==> src/rtl/dmem_arbiter.sv <==
// Two-port arbiter in front of a single-port data memory (cpu = port 0, dbg = port 1).
// Each access takes IDLE -> ACCESS -> DONE; grant, error and read data belong to the selected port.
module dmem_arbiter #(
    parameter int unsigned MEM_DEPTH  = 256,
    parameter bit          FIXED_PRIO = 1'b0
) (
    input  logic        clk,
    input  logic        rst,
    input  logic        cpu_req,
    input  logic        cpu_we,
    input  logic [31:0] cpu_addr,
    input  logic [31:0] cpu_wdata,
    output logic        cpu_gnt,
    output logic [31:0] cpu_rdata,
    output logic        cpu_err,
    input  logic        dbg_req,
    input  logic        dbg_we,
    input  logic [31:0] dbg_addr,
    input  logic [31:0] dbg_wdata,
    output logic        dbg_gnt,
    output logic [31:0] dbg_rdata,
    output logic        dbg_err,
    output logic [31:0] mem_a,
    output logic [31:0] mem_di,
    output logic        mem_we,
    input  logic [31:0] mem_do,
    output logic        busy
);

    typedef enum logic [1:0] {
        IDLE   = 2'd0,
        ACCESS = 2'd1,
        DONE   = 2'd2
    } state_t;

    localparam logic PORT_CPU = 1'b0;
    localparam logic PORT_DBG = 1'b1;

    state_t      state;
    state_t      state_next;
    logic        sel;
    logic        last_gnt;
    logic        we_q;
    logic [31:0] addr_q;
    logic [31:0] wdata_q;
    logic        cpu_err_q;
    logic        dbg_err_q;
    logic        in_range;
    logic        any_req;
    logic        winner;

    assign in_range = (addr_q < 32'(MEM_DEPTH));
    assign any_req  = cpu_req | dbg_req;

    // On a tie, round-robin hands the access to whichever port was not served last.
    always_comb begin
        winner = PORT_CPU;
        if (cpu_req && dbg_req) begin
            winner = FIXED_PRIO ? PORT_CPU : ~last_gnt;
        end else if (dbg_req) begin
            winner = PORT_DBG;
        end
    end

    always_comb begin
        state_next = state;
        mem_a      = 32'h0;
        mem_di     = 32'h0;
        mem_we     = 1'b0;
        cpu_gnt    = 1'b0;
        dbg_gnt    = 1'b0;
        cpu_err    = 1'b0;
        dbg_err    = 1'b0;
        busy       = 1'b0;
        case (state)
            IDLE: begin
                if (any_req) state_next = ACCESS;
            end
            ACCESS: begin
                busy       = 1'b1;
                mem_a      = addr_q;
                mem_di     = wdata_q;
                // A reset landing on the access cycle must not commit the write.
                mem_we     = we_q & in_range & ~rst;
                state_next = DONE;
            end
            DONE: begin
                busy = 1'b1;
                if (sel == PORT_CPU) begin
                    cpu_gnt = 1'b1;
                    cpu_err = cpu_err_q;
                end else begin
                    dbg_gnt = 1'b1;
                    dbg_err = dbg_err_q;
                end
                state_next = IDLE;
            end
            default: state_next = IDLE;
        endcase
    end

    always_ff @(posedge clk) begin
        if (rst) begin
            state     <= IDLE;
            sel       <= PORT_CPU;
            last_gnt  <= PORT_DBG;
            we_q      <= 1'b0;
            addr_q    <= 32'h0;
            wdata_q   <= 32'h0;
            cpu_rdata <= 32'h0;
            dbg_rdata <= 32'h0;
            cpu_err_q <= 1'b0;
            dbg_err_q <= 1'b0;
        end else begin
            state <= state_next;
            case (state)
                IDLE: begin
                    if (any_req) begin
                        sel     <= winner;
                        we_q    <= (winner == PORT_CPU) ? cpu_we    : dbg_we;
                        addr_q  <= (winner == PORT_CPU) ? cpu_addr  : dbg_addr;
                        wdata_q <= (winner == PORT_CPU) ? cpu_wdata : dbg_wdata;
                    end
                end
                ACCESS: begin
                    if (sel == PORT_CPU) begin
                        cpu_rdata <= in_range ? mem_do : 32'h0;
                        cpu_err_q <= ~in_range;
                    end else begin
                        dbg_rdata <= in_range ? mem_do : 32'h0;
                        dbg_err_q <= ~in_range;
                    end
                end
                DONE: begin
                    last_gnt <= sel;
                end
                default: ;
            endcase
        end
    end

endmodule

==> config.mk <==
export PLATFORM = sky130hd
export DESIGN_NAME = dmem_arbiter
export DESIGN_NICKNAME = d
export VERILOG_FILES = /design/src/rtl/dmem_arbiter.sv
export SDC_FILE = /design/constraint.sdc
export NUM_CORES = 1
export LEC_CHECK = 0
export CORE_ASPECT_RATIO = 0.5
export CORE_MARGIN = 2
export CORE_UTILIZATION = 43
export CTS_BUF_LIST = sky130_fd_sc_hd__clkbuf_2 sky130_fd_sc_hd__clkbuf_4 sky130_fd_sc_hd__clkbuf_8
export DETAILED_ROUTE_END_ITERATION = 16
export PLACE_DENSITY = 0.86
export SKIP_LAST_GASP = 1
export SYNTH_ARGS = -nofsm -noshare
export SYNTH_HDL_FRONTEND = slang
export SYNTH_SLANG_ARGS = --single-unit
==> constraint.sdc <==
create_clock -name clk -period 2.5 [get_ports clk]
set_clock_uncertainty 0.2 [all_clocks]
set_input_delay 0.25 -clock clk [delete_from_list [all_inputs] [get_ports clk]]
set_output_delay 0.25 -clock clk [all_outputs]
set_load 0.01 [all_outputs]
==> key figures <==
Global route
  • Initial antenna violation count: 0
  • Grt ovf: 0
  • Total GRT Usage: 0.229
  • First-pass GRT wire length: between 20 and 30 mm
  • Number of global-route vias before repair: 5,910
  • Largest net degree at the start of global routing: approximately 170

Logic synthesis
  • Synth unique cells: 28
  • Cells after Synth: ~670
  • Most common flop cell mapped by yosys: dfxtp_1
  • Asr flop ratio synth: 0
  • Area share of the largest cell type after synthesis: 0.415
  • YS warnings: 0
  • Commonest cells post-synth: dfxtp_1, nor2_1, mux2i_1
  • Synthesized flop and latch total: 135
  • Leading area contributor after synthesis: dfxtp_1
  • Largest cells by area after synthesis: dfxtp_1, mux2i_1, a211oi_1
  • Post-synth EDFFs: 0
  • Most numerous cell in the Yosys netlist: dfxtp_1
  • Syn Area/Cell: just under 10 um2
  • Post-Synthesis Cell Area: between 0.006 and 0.007 mm2
  • Synthesized Nets: 838
  • Seq/Total Area, Yosys: 0.415

STA
  • Final setup fails: 0
  • Rel. slew slack: 0.411
  • Crit share post-route: 0.954
  • F_max: 419 MHz
  • Final Hold Vio Count: 0
  • Slew Limit Fails: 0
  • Slew @ Worst Pin: 883 ps
  • Final min period: 2380 ps
  • RSZ-0062 raised after global routing: no
  • Setup TNS: 0 ps
  • Final setup margin: 116 ps

Pwr
  • Total power: 5300 uW
  • Leak Pwr: 0.00365 uW
  • Peak supply drop: 0.320 mV
  • Power density over cell area: 529 mW/mm2

CTS
  • CTS tree: done
  • Clk sinks: 135
  • Root Driver: clkbuf_8
  • CTS HTree Levels: 4
  • CTS buffer count: 17
  • Clk_lat worst skew: between 400 and 500 ps
  • Clock-pin slew on the worst setup and hold paths: roughly 90 ps
  • Longest Clk Path Bufs: 2

Setup path
  • CP Launch Type: flop
  • Worst-path maximum fanout: 38
  • Kind of critical path: flop to primary output
  • Data arrival, critical path: 1930 ps
  • Endpoint class of the critical path: primary output
  • Critical Path RT: approximately 2100 ps

Die
  • Die area: 0.0162 mm2
  • Row count: 31
  • DIE HEIGHT: 91.0 um
  • Starting density of the core: 0.445
  • Core area: 0.0146 mm2
  • Die W: 178 um
  • Number of I/O pins: 300

Finish
  • Layout cells sized above 1: 0.0875
  • Synth-to-Final Area Change: 54.0%
  • Core Util, Final: 0.685
  • Final net count: 1,094
  • Antenna diode instance count: 0

Placed design
  • Pre-CTS setup slack: 271 ps
  • IO Port Bufs: 299
  • DP HPWL: 12.9 mm
  • RePlAce Congestion: 0.783

Route
  • Final WL: 18.8 mm
  • Wire per inst: 16.6 um
  • Final ANT Viol Nets: 0
  • Via density: roughly 5.2
  • Detailed-route via count: 5,930
  • Pre-Repair DR Iteration Count: 4
  • Residual DRC: 0
  • Iteration-0 DRC count of the detailed router: 279

Min path
  • Path category of the worst min-delay check: input port to flop

Run status
  • Status: finished clean

Flow run
  • Max Cap Viol: 0
==> worst paths after layout <==
kind	start	endpoint	slack, ps	cells past startpoint
max	state[1]	mem_di[31]	120	5
min	mem_do[31]	dbg_rdata[31]	210	3
max reg2reg	state[1]	dbg_rdata[24]	370	7
min reg2reg	cpu_rdata[25]	cpu_rdata[25]	300	2
==> stage by stage <==
step | cells | cell area (um2) | hold WS (ps)
finish | 1135 | 10000 | 210
global placement | 1102 | 9630 | 267
CTS | 1135 | 10000 | 190
floorplan | 668 | 6510 | 224
detailed placement | 1102 | 9630 | 267
global route | 1135 | 10000 | 201
==> critical path, cell delays in order, from the launching register on <==
cell	delay [ps]
dfxtp_1	340
inv_2	100
ha_4	180
buf_12	180
and2_1	170
clkdlybuf4s50_1	550
==> flip-flops by register name (all words and copies together) (netlist names) <==
register	flops
addr_q	32
cpu_err_q	1
cpu_rdata	32
dbg_err_q	1
dbg_rdata	32
last_gnt	1
sel	1
state	2
wdata_q	32
we_q	1
==> final cells by class <==
| cell class | instances | area (um2) |
|---|---|---|
| fill | 1149 | 4600 |
| multi-input combinational | 455 | 3520 |
| timing repair buffer | 311 | 3170 |
| sequential | 135 | 2700 |
| tap | 198 | 248 |
| clock buffer | 17 | 234 |
| clock inverter | 15 | 129 |
| inverter | 4 | 15.0 |
==> logic make-up after synthesis <==
logic type / after synthesis / share of synthesized area
AO/OA/AOI/OAI: 138 / 0.202
adder cells (fa/ha/maj): 4 / 0.00769
buffers and inverters: 78 / 0.0513
flip-flops: 135 / 0.415
multiplexers: 66 / 0.102
AND/OR/NAND/NOR: 247 / 0.222
==> where the power goes <==
part | internal, uW | total [uW] | switching, uW
sequential | 2300 | 2380 | 87.1
combinational | 630 | 1240 | 611
clock | 722 | 1680 | 956
total | 3650 | 5300 | 1650
==> what timing repair did <==
action / 4_1_cts / 5_1_grt
setup endpoints to repair: 61 / 39
resized for setup: 4 / 2
hold buffers: 0 / 0
setup buffers: 1 / 0
==> placed cells by master (no fill, tap or decap), types with 2 or more instances in the layout <==
master           Yosys  final
a211oi_1            65     65
a21oi_1              2      2
and2_1              65     65
buf_12               0      7
buf_4                8      6
clkbuf_8             0     17
clkdlybuf4s50_1      0    297
clkinvlp_4           0      4
dfxtp_1            135    134
ha_1                 4      3
inv_1                4      3
inv_6                0      9
mux2i_1             66     66
nand2_2              0      2
nand2b_1            33     32
nand3b_1            64     64
nor2_1              69     69
nor3_1               2      2
nor3b_1              2      2
nor4_1               7      5
nor4_2               0      2
o31a_1               2      2
o41ai_1             37     37
o41ai_2             27     27
==> routing by layer <==
metal / track usage / up-vias / share of wire
met5: 0 / - / 0
met4: 0.0984 / 0 / 0.029
met2: 0.403 / 165 / 0.49
met1: 0.271 / 2757 / 0.43
li1: - / 2970 / -
met3: 0.0456 / 38 / 0.048
Power figures use the tool's default switching activity.
